$ cat config.mk
export PLATFORM = sky130hd
export DESIGN_NAME = whackamole_game_ctrl
export DESIGN_NICKNAME = d
export VERILOG_FILES = /design/src/rtl/whackamole_game_ctrl.sv
export SDC_FILE = /design/constraint.sdc
export NUM_CORES = 1
export LEC_CHECK = 0
export ABC_CLOCK_PERIOD_IN_PS = 4150
export CAP_MARGIN = 25
export CORE_MARGIN = 2
export CORE_UTILIZATION = 30
export DETAILED_ROUTE_END_ITERATION = 10
export PLACE_DENSITY = 0.43
export SYNTH_ARGS = -nofsm -noshare
export SYNTH_HDL_FRONTEND = slang
export SYNTH_SLANG_ARGS = --single-unit
$ cat constraint.sdc
create_clock -name clk -period 4.15 [get_ports clk]
set_input_delay 0.415 -clock clk [delete_from_list [all_inputs] [get_ports clk]]
set_output_delay 0.415 -clock clk [all_outputs]
set_load 0.05 [all_outputs]
$ cat src/rtl/whackamole_game_ctrl.sv
// Whack-a-mole round sequencer: mole placement, hit scoring, feedback flags.
// Ports: clk/rst (sync, active-high), start/hit_pulse/hit_position in;
//   mole_visible, mole_position, guess_correct, guess_wrong,
//   digit_1 (tens), digit_2 (ones), game_over out. All outputs registered.
module whackamole_game_ctrl #(
   parameter int NUM_HOLES       = 8,
   parameter int MOLE_CYCLES     = 50000000,
   parameter int FEEDBACK_CYCLES = 25000000,
   parameter int ROUNDS          = 20
) (
   input  logic       clk,
   input  logic       rst,
   input  logic       start,
   input  logic       hit_pulse,
   input  logic [2:0] hit_position,
   output logic       mole_visible,
   output logic [2:0] mole_position,
   output logic       guess_correct,
   output logic       guess_wrong,
   output logic [3:0] digit_1,
   output logic [3:0] digit_2,
   output logic       game_over
);

   typedef enum logic [1:0] {
      IDLE,
      SHOW,
      FEEDBACK,
      DONE
   } state_t;

   localparam logic [31:0] MOLE_LAST = 32'(MOLE_CYCLES - 1);
   localparam logic [31:0] FB_LAST   = 32'(FEEDBACK_CYCLES - 1);
   localparam logic [7:0]  LAST_RND  = 8'(ROUNDS);
   localparam logic [2:0]  TOP_HOLE  = 3'(NUM_HOLES - 1);

   state_t      state;
   logic [31:0] timer;
   logic [7:0]  round;
   logic [7:0]  lfsr;

   logic        lfsr_fb;
   logic [2:0]  cand;
   logic [2:0]  next_pos;
   logic        hit_ok;
   logic        show_end;

   always_comb begin
      lfsr_fb  = lfsr[7] ^ lfsr[5] ^ lfsr[4] ^ lfsr[3];
      // Modulo equals one conditional subtract for NUM_HOLES >= 4 and
      // keeps small hole counts in range as well.
      cand     = 3'(32'(lfsr[2:0]) % 32'(NUM_HOLES));
      next_pos = cand;
      if (cand == mole_position) begin
         next_pos = (cand == TOP_HOLE) ? 3'd0 : cand + 3'd1;
      end
      hit_ok   = hit_pulse && (hit_position == mole_position);
      show_end = hit_pulse || (timer == MOLE_LAST);
   end

   always_ff @(posedge clk) begin
      if (rst) begin
         state         <= IDLE;
         timer         <= '0;
         round         <= '0;
         lfsr          <= 8'hA5;
         mole_visible  <= 1'b0;
         mole_position <= '0;
         guess_correct <= 1'b0;
         guess_wrong   <= 1'b0;
         digit_1       <= '0;
         digit_2       <= '0;
         game_over     <= 1'b0;
      end else begin
         // Free-running so mole placement depends on player timing.
         lfsr <= {lfsr[6:0], lfsr_fb};
         unique case (state)
            IDLE, DONE: begin
               if (start) begin
                  digit_1       <= '0;
                  digit_2       <= '0;
                  round         <= '0;
                  timer         <= '0;
                  mole_position <= next_pos;
                  mole_visible  <= 1'b1;
                  game_over     <= 1'b0;
                  state         <= SHOW;
               end
            end
            SHOW: begin
               if (show_end) begin
                  // A hit wins over a coincident timeout.
                  if (hit_ok) begin
                     guess_correct <= 1'b1;
                     if (digit_2 != 4'd9) begin
                        digit_2 <= digit_2 + 4'd1;
                     end else if (digit_1 != 4'd9) begin
                        digit_2 <= 4'd0;
                        digit_1 <= digit_1 + 4'd1;
                     end
                  end else begin
                     guess_wrong <= 1'b1;
                  end
                  mole_visible <= 1'b0;
                  timer        <= '0;
                  round        <= round + 8'd1;
                  state        <= FEEDBACK;
               end else begin
                  timer <= timer + 32'd1;
               end
            end
            FEEDBACK: begin
               if (timer == FB_LAST) begin
                  guess_correct <= 1'b0;
                  guess_wrong   <= 1'b0;
                  timer         <= '0;
                  if (round == LAST_RND) begin
                     game_over <= 1'b1;
                     state     <= DONE;
                  end else begin
                     mole_position <= next_pos;
                     mole_visible  <= 1'b1;
                     state         <= SHOW;
                  end
               end else begin
                  timer <= timer + 32'd1;
               end
            end
         endcase
      end
   end

endmodule

# [Yosys cells after proc, flatten, opt, wreduce, memory -nomap -nowiden]
# Index checks and enable logic that the tools add are counted.
[word_totals] regBits=65 input_bits=7 out_inout_bits=15 wordCells=101
[classes] addsub=5 n_eq_ne=21 n_mux=45 n_bitwise=3 reduce_logical=16
[ops] op="32-bit 2-to-1 mux" n=3
[ops] op="32-bit case mux with 3 select lines" n=1
[ops] op="4-bit 2-to-1 mux" n=9
[ops] op="32-bit by 1-bit adder with 32-bit output, second input constant" n=1
[ops] op="32-bit by 25-bit == test with 1-bit output, second input constant" n=1
[ops] op="32-bit by 26-bit == test with 1-bit output, second input constant" n=1
[ops] op="4-bit AND reduction" n=5
[ops] op="2-bit inequality test, second input constant" n=9
[ops] op="8-bit 2-to-1 mux" n=2
[ops] op="4-bit case mux with 2 select lines" n=2
[ops] op="8-bit case mux with 2 select lines" n=1
[ops] op="3-bit 2-to-1 mux" n=5
[ops] op="1-bit 2-to-1 mux" n=12
[ops] op="4-bit by 1-bit adder with 4-bit output, second input constant" n=2
[ops] op="8-bit by 1-bit adder with 8-bit output, second input constant" n=1
[ops] op="8-bit by 5-bit == test with 1-bit output, second input constant" n=1
[ops] op="2-bit 2-to-1 mux" n=4
[ops] op="4-bit inequality test, second input constant" n=2
[ops] op="3-bit == test" n=2
[ops] op="1-bit case mux with 2 select lines" n=3
[ops] op="2-bit case mux with 3 select lines" n=1
[ops] op="3-bit case mux with 2 select lines" n=1
[ops] op="3-bit AND reduction" n=2
[ops] op="6-bit AND reduction" n=1
[ops] op="other kinds (13)" n=18

# [Longest topological paths before layout]
# Gate-level depths: netlist of the first run.
[logic_depth] depth_word=6 mapped_depth=9 ltp_nobuf=8

# [Worst setup path before layout of the first run]
# No wires, ideal clock.
[synth_timing] path_type="register -> register" start="register timer[0]" end="register timer[26]" setup_ns=0.069 arrival_ns=2.075 required_time_ns=4.081 slack_ns=2.006 stages_incl_launch_ff=8 path_buffers=0 period_less_slack_ns=2.144 cell_sequence="dfxtp_1 ha_1 nand3_2 or4_4 nor4_4 nand3_1 or3_1 o21ai_1"
[synth_between] elab_chain_len=4 elab_cells_between_ends=7 classes_between="add/sub: 1; eq/ne: 2; mux: 3; reduce/logical: 1"
[synth_lines] item="start, declared" line_no="38" source="logic [31:0] timer;"
[synth_lines] item="start signal, assigned" line_no="109" source="timer <= timer + 32'd1;"
[synth_lines] item="start signal, assigned" line_no="126" source="timer <= timer + 32'd1;"
[synth_lines] item="parallel branches: the longest is 3 deep, another holds 32-bit by 1-bit adder with 32-bit output"
[synth_lines] item="32-bit case mux with 3 select lines *" line_no="77" source="unique case (state)"
# Mark *: on every way between the ends.
# A chain may end at the register's enable or synchronous reset.

# [Worst setup path in the final report of the first run]
[layout_timing] start="register state[1]" end="register timer[30]"
[layout_between] elab_chain_len=3 elab_cells_between_ends=7 classes_between="eq/ne: 4; mux: 1; reduce/logical: 2"
[layout_lines] item="start, declared" line_no="37" source="state_t state;"
[layout_lines] item="start signal, assigned" line_no="63" source="state <= IDLE;"
[layout_lines] item="start signal, assigned" line_no="87" source="state <= SHOW;"
[layout_lines] item="start signal, assigned" line_no="107" source="state <= FEEDBACK;"
[layout_lines] item="2-bit == test / 2-bit logical NOT (equally long branches)" line_no="77"
[layout_lines] item="2-bit OR reduction" line_no="77"
[layout_lines] item="32-bit case mux with 3 select lines / 2-bit inequality test (equally long branches)"
# Several ways; a longest one is shown, not always the timed one.

==> results of run 1 <==
cells in the final DEF, fill, tap and decap left out, types with 3 or more instances in the layout:
master / count
a211oi_1: 3
a21o_1: 3
a21oi_1: 22
a31oi_1: 14
and3_1: 7
buf_4: 3
clkbuf_16: 9
clkdlybuf4s50_1: 21
dfxtp_1: 65
ha_1: 12
inv_1: 14
mux2i_1: 5
nand2_1: 36
nand2b_1: 6
nand3_1: 20
nand4_1: 12
nor2_1: 38
nor2b_1: 6
nor3_1: 11
nor3b_1: 3
nor4_1: 6
o21ai_0: 9
o21ai_1: 15
or2_2: 8
or3_1: 11
xnor2_1: 19
xor2_1: 11
cells in the mapped netlist (5+ instances only):
master    count
o21ai_1      15
inv_1        14
nor4_1        6
nor2b_1       6
nor2_1       38
nand3_1      20
a31oi_1      14
dfxtp_1      65
or2_2         8
and3_1        7
buf_2         5
mux2i_1       5
nand2b_1      6
clkbuf_1      8
nand4_1      12
xnor2_1      19
a21oi_1      22
or3_1        11
nor3_1       11
nand2_1      36
o21ai_0       9
xor2_1       11
ha_1         12
critical path: stages, from the launching register on:
cell      delay, ps
dfxtp_1         320
inv_1            80
ha_1            470
nand2b_1        160
a31o_2          290
a21boi_2        620
buf_4           300
o21ai_1          80
a31oi_1         160
report_power, final:
part | switching [mW] | total, mW | internal [mW]
Clock | 0.283 | 0.839 | 0.556
Combinational | 0.283 | 0.450 | 0.166
Sequential | 0.0435 | 0.708 | 0.665
Total | 0.609 | 2.00 | 1.39
metrics by stage:
stage | util (%) | power (mW) | worst slack, ps | instances | hold WS (ps)
after global placement | 33.68 | 1.179 | 1580 | 569 | 399.3
final | 36.56 | 1.997 | 1586 | 585 | 406.4
after global routing | 36.56 | 2.099 | 1331 | 585 | 424.9
after floorplan | - | 1.049 | 2006 | 418 | 389.5
after detailed placement | 33.68 | 1.177 | 1486 | 569 | 393.2
after CTS | 36.56 | 2.030 | 1575 | 585 | 406.7
cell families after synthesis:
family / count (synthesis) / synth area share (%)
compound gates: 89 / 16.90
mux: 5 / 1.417
xor+xnor: 30 / 7.439
flops: 65 / 36.84
fa+ha+maj: 12 / 4.251
buf+inv: 30 / 3.790
simple gates: 187 / 29.37
state kept, by name, indices dropped and copies added, names as in the netlist:
signal,cells
guess_wrong,1
game_over,1
digit_1,4
lfsr,8
digit_2,4
guess_correct,1
state,2
mole_visible,1
round,8
timer,32
mole_position,3
final cells by class:
class / instances / area [um2] / share of cell area (%)
well taps: 143 / 178.9 / 4.267
multi-input cells: 323 / 2097 / 50.01
flip-flops and latches: 65 / 1301 / 31.04
clock buffers: 11 / 252.7 / 6.028
repair buffers: 24 / 232.7 / 5.551
clock inverters: 5 / 77.57 / 1.850
inverters: 14 / 52.55 / 1.253
worst paths after layout:
path                                  to  slack, ps
hold / removal        lfsr[7]$_SDFF_PP1_        410
setup / recovery  timer[30]$_SDFFE_PP0P_       1590
hold reg to reg       lfsr[7]$_SDFF_PP1_        410
setup reg to reg  timer[30]$_SDFFE_PP0P_       1590
routing by layer:
metal / track usage, % / wire (um) / vias to the layer above
li1: - / - / 1552
met1: 19.06 / 4318 / 1474
met5: 0 / 0 / -
met3: 3.726 / 268 / 10
met4: 4.228 / 116 / 0
met2: 23.37 / 3928 / 41
==> qor.csv, run 1 <==
metric,value,unit
share of cells above drive strength 1,10.41,%
Final min period,2564,ps
Hold Buf Count CTS,0,
mapped cell area,3532,um2
largest area contributor in the netlist,dfxtp_1,
actual slew at the worst max-slew pin,803.2,ps
Setup TNS,0,ps
max cap viols,0,
postcts setup bufs,0,
H-tree depth,3,
main flop type after synthesis,dfxtp_1,
Clock Pin Slew Worst Setup and Hold Paths,60,ps
core area,11470,um2
GPL Wtd Cong,0.7761,
status,"complete, no violations",
Synth Register Bits,65,
vias in the first global route,3033,
Ports,22,
Worst Path Max Fanout,18,
Worst Clk Skew,6.503,ps
CP startpoint kind,register,
Port Buffers,21,
Root Driver,clkbuf_16,
first-pass GRT wire length,14940,um
drc violations,0,
largest net degree at the start of global routing,31,
max_slew headroom,46.34,%
clock latency at the later pin of the worst-skew pair,330,ps
WL final,8631,um
"Design Area, Final",4193,um2
Highest Clock Rate,390.1,MHz
syn nets,437,
Ant. Diodes,0,
area of the die,12660,um2
Vias per Instance,5.260,
Fin. Hold Viols,0,
CP endpoint kind,register,
worst hold path depth,1,
Pleak,1.392,nW
Min-Delay Startpoint,lfsr[6]$_SDFF_PP0_,
Die X,112.5,um
HP Class,register to register,
Overall Global Routing Usage,14.45,%
die height,112.5,um
setup violators final,0,
Post-synth EDFFs,0,
clock sinks,65,
Tcrit/Tclk final,61.77,%
yosys warns,0,
Initial DRT Pass Iterations,4,
nets,456,
Setup Crit Path Kind,register to register,
top cell type's share of synthesized area,36.84,%
beginning of the critical path,state[1]$_SDFFE_PP0P_,
grt total ovfl,0,
num rows,39,
worst r2r path cells,8,
Inserted Clock Buffers,9,
Required @ worst endpoint,4410,ps
syn avg cell area,8.450,um2
post-route ant nets,0,
asr flop ratio synth,0,%
Synth area leaders,"dfxtp_1 (37%), xnor2_1 (4.7%), ha_1 (4.3%)",
post-detail-place hpwl,6076,um
initial antenna violation count,0,
Worst Path Arrival,2820,ps
RSZ-0062 raised after global routing,false,
cts repair resizes,0,
DP Area,3862,um2
DR iter-0 viols,169,
Filler Cells Inserted,1201,
via count,3077,
max-slew violations,0,
synthesis-to-layout area growth,18.70,%
VDD IR max,368.6,uV
synth unique cells,64,
CTS Buffer Depth,2,
TritonCTS clock tree,done,
Reg-to-Reg Start,state[1]$_SDFFE_PP0P_,
cell count after synthesis,418,
Power Density,476.2,nW/um2
wire per inst,14.75,um
initial core utilization,30.80,%
"Seq/Total Area, Yosys",36.84,%
No activity file was read; power rests on OpenSTA's default activity.
==> run 2: changes to the inputs <==
--- a/config.mk
+++ b/config.mk
@@ -5,12 +5,12 @@
 export SDC_FILE = /design/constraint.sdc
 export NUM_CORES = 1
 export LEC_CHECK = 0
-export ABC_CLOCK_PERIOD_IN_PS = 4150
+export ABC_CLOCK_PERIOD_IN_PS = 2100
 export CAP_MARGIN = 25
 export CORE_MARGIN = 2
 export CORE_UTILIZATION = 30
 export DETAILED_ROUTE_END_ITERATION = 10
-export PLACE_DENSITY = 0.43
+export PLACE_DENSITY = 0.45
 export SYNTH_ARGS = -nofsm -noshare
 export SYNTH_HDL_FRONTEND = slang
 export SYNTH_SLANG_ARGS = --single-unit
==> constraint.sdc (replaced) <==
create_clock -name clk -period 2.1 [get_ports clk]
set_input_delay 0.21 -clock clk [delete_from_list [all_inputs] [get_ports clk]]
set_output_delay 0.21 -clock clk [all_outputs]
set_load 0.05 [all_outputs]
==> qor.csv, run 2 (same netlist as run 1, synthesis figures left out) <==
metric,value,unit,change
status,finished with violations,,
failing checks,negative setup slack,,
CTS Buffer Depth,2,,unchanged
Highest Clock Rate,474.4,MHz,+22%
post-detail-place hpwl,6734,um,+11%
"commonest non-fill, non-tap cell in the layout",dfxtp_1,,
TritonCTS clock tree,done,,
final setup margin,-7.894,ps,-1594 ps
most flop-heavy register,timer,,
Ant. Diodes,0,,unchanged
Setup Crit Path Kind,register to register,,
largest net degree at the start of global routing,20,,-35%
"Core Util, Final",42.32,%,+5.8 points
HP Class,register to register,,
drc violations,0,,unchanged
max cap viols,0,,unchanged
Die X,112.5,um,unchanged
"commonest cells after routing, fill and taps aside","dfxtp_1 (61), buf_4 (59), nor2_1 (38)",,
Worst Path Arrival,2380,ps,-440 ps
DR iter-0 viols,133,,-21%
CP Buf/Inv Count,1,,-1
synthesis-to-layout area growth,37.41,%,
setup violators final,1,,+1
core area,11470,um2,unchanged
H-tree depth,3,,unchanged
first-pass GRT wire length,15200,um,+1.8%
num rows,39,,unchanged
max-slew violations,0,,unchanged
clock latency at the later pin of the worst-skew pair,330,ps,about the same
die height,112.5,um,unchanged
max_slew headroom,63.59,%,+17 points
actual slew at the worst max-slew pin,543.6,ps,-259.7 ps
Clock Pin Slew Worst Setup and Hold Paths,50,ps,about the same
Initial DRT Pass Iterations,4,,unchanged
Root Driver,clkbuf_16,,
via count,3290,,+6.9%
crit-path cells,or4_4 > nor4_4 > buf_4 > and4_4 > a31oi_4 > or3_1 > a21oi_2,,
Worst Clk Skew,8.864,ps,+2.360 ps
Inserted Clock Buffers,9,,unchanged
Vias per Instance,5.069,,-3.6%
wire per inst,14.78,um,+0.15%
Power Density,795.6,nW/um2,+67%
CP endpoint kind,register,,
Final min period,2108,ps,-455.7 ps
Port Buffers,21,,unchanged
Required @ worst endpoint,2370,ps,-2040 ps
vias in the first global route,3073,,+1.3%
VDD IR max,486.7,uV,+32%
RSZ-0062 raised after global routing,true,,
area of the die,12660,um2,unchanged
slowest CP cell,or4_4,,
Overall Global Routing Usage,14.95,%,+0.51 points
post-route ant nets,0,,unchanged
Tcrit/Tclk final,100.4,%,+39 points
share of cells above drive strength 1,27.27,%,+17 points
Fin. Hold Viols,0,,unchanged
nets,520,,+14%
"CP delay by family, top",simple AND/OR/NAND/NOR gates,,
cell count after placement,625,,+9.8%
Largest register FFs,32,,unchanged
Setup TNS,-7.894,ps,-7.894 ps
Pleak,1.732,nW,+24%
GPL Wtd Cong,0.8169,,+5.3%
initial antenna violation count,0,,unchanged
total power,3.861,mW,+93%
initial core utilization,30.80,%,unchanged
Hold Slack,413.3,ps,+6.919 ps
grt total ovfl,0,,unchanged
clock sinks,65,,unchanged
largest registers,"timer: 32 flops, lfsr: 8 flops, round: 8 flops",,
Ports,22,,unchanged
CP startpoint kind,register,,
Max stage delay on crit path,540,ps,-80 ps
Worst Path Max Fanout,6,,-12
WL final,9590,um,+11%
Finished Layout Cells,649,,+11%
## run 2: cell count changes in the layout (fill, tap and decap cells not counted), moves of 3 or more
cell / before / now
a21oi_1: 22 / 14
a21oi_2: 0 / 8
buf_4: 3 / 59
buf_6: 0 / 6
dfxtp_1: 65 / 61
dfxtp_2: 0 / 4
nor3_1: 11 / 8
nor3_2: 0 / 3
nor4_1: 6 / 0
nor4_2: 2 / 6
## run 2: report_power, final
part / internal (mW) / leakage [nW] / switching (mW)
sequential: 1.31 / 0.530 / 0.0860
combinational: 0.435 / 1.06 / 0.617
clock: 0.858 / 0.139 / 0.551
## run 2: cell type report
type,instances,area (um2)
Multi-Input combinational cell,323,2295
Inverter,14,52.55
Timing Repair Buffer,88,745.7
Fill cell,1150,6614
Clock buffer,13,260.3
Clock inverter,3,15.01
Sequential cell,65,1306
Tap cell,143,178.9
## run 2: worst register-to-register path, stage by stage, from the launching register on
cell	delay (ps)
dfxtp_2	310
or4_4	540
nor4_4	150
buf_4	180
and4_4	260
a31oi_4	120
or3_1	380
a21oi_2	110
## run 2: per-layer routing
| metal | track usage, % | part of all wire (%) |
|---|---|---|
| met2 | 24.54 | 47 |
| met1 | 19.39 | 48 |
| met5 | 0 | 0 |
| met4 | 4.797 | 0.82 |
| met3 | 3.672 | 3.7 |
## run 2: stage by stage
step,setup slack (ps),cell area (um2)
finish,-7.894,4853
CTS,5.468,4591
detailed placement,-126.4,4295
floorplan,1.230,3532
global placement,-197.5,4295
global route,-94.84,4853
## run 2: repair_timing
action | 4_1_cts | 5_1_grt
endpoints found under the setup margin | 39 | 33
resized for setup | 4 | 43
hold buffers | 0 | 0
pin swaps | 0 | 11
buffers inserted | 0 | 6
cloned | 0 | 2
## run 2: worst paths after layout
kind / cells after the start / startpoint / slack (ps) / to
worst min-delay path: 1 / lfsr[6]$_SDFF_PP0_ / 410 / lfsr[7]$_SDFF_PP1_
worst min register to register: 1 / lfsr[6]$_SDFF_PP0_ / 410 / lfsr[7]$_SDFF_PP1_
worst max-delay path: 7 / timer[6]$_SDFFE_PP0P_ / -8 / mole_position[2]$_SDFFE_PP0P_
worst max register to register: 7 / timer[6]$_SDFFE_PP0P_ / -8 / mole_position[2]$_SDFFE_PP0P_
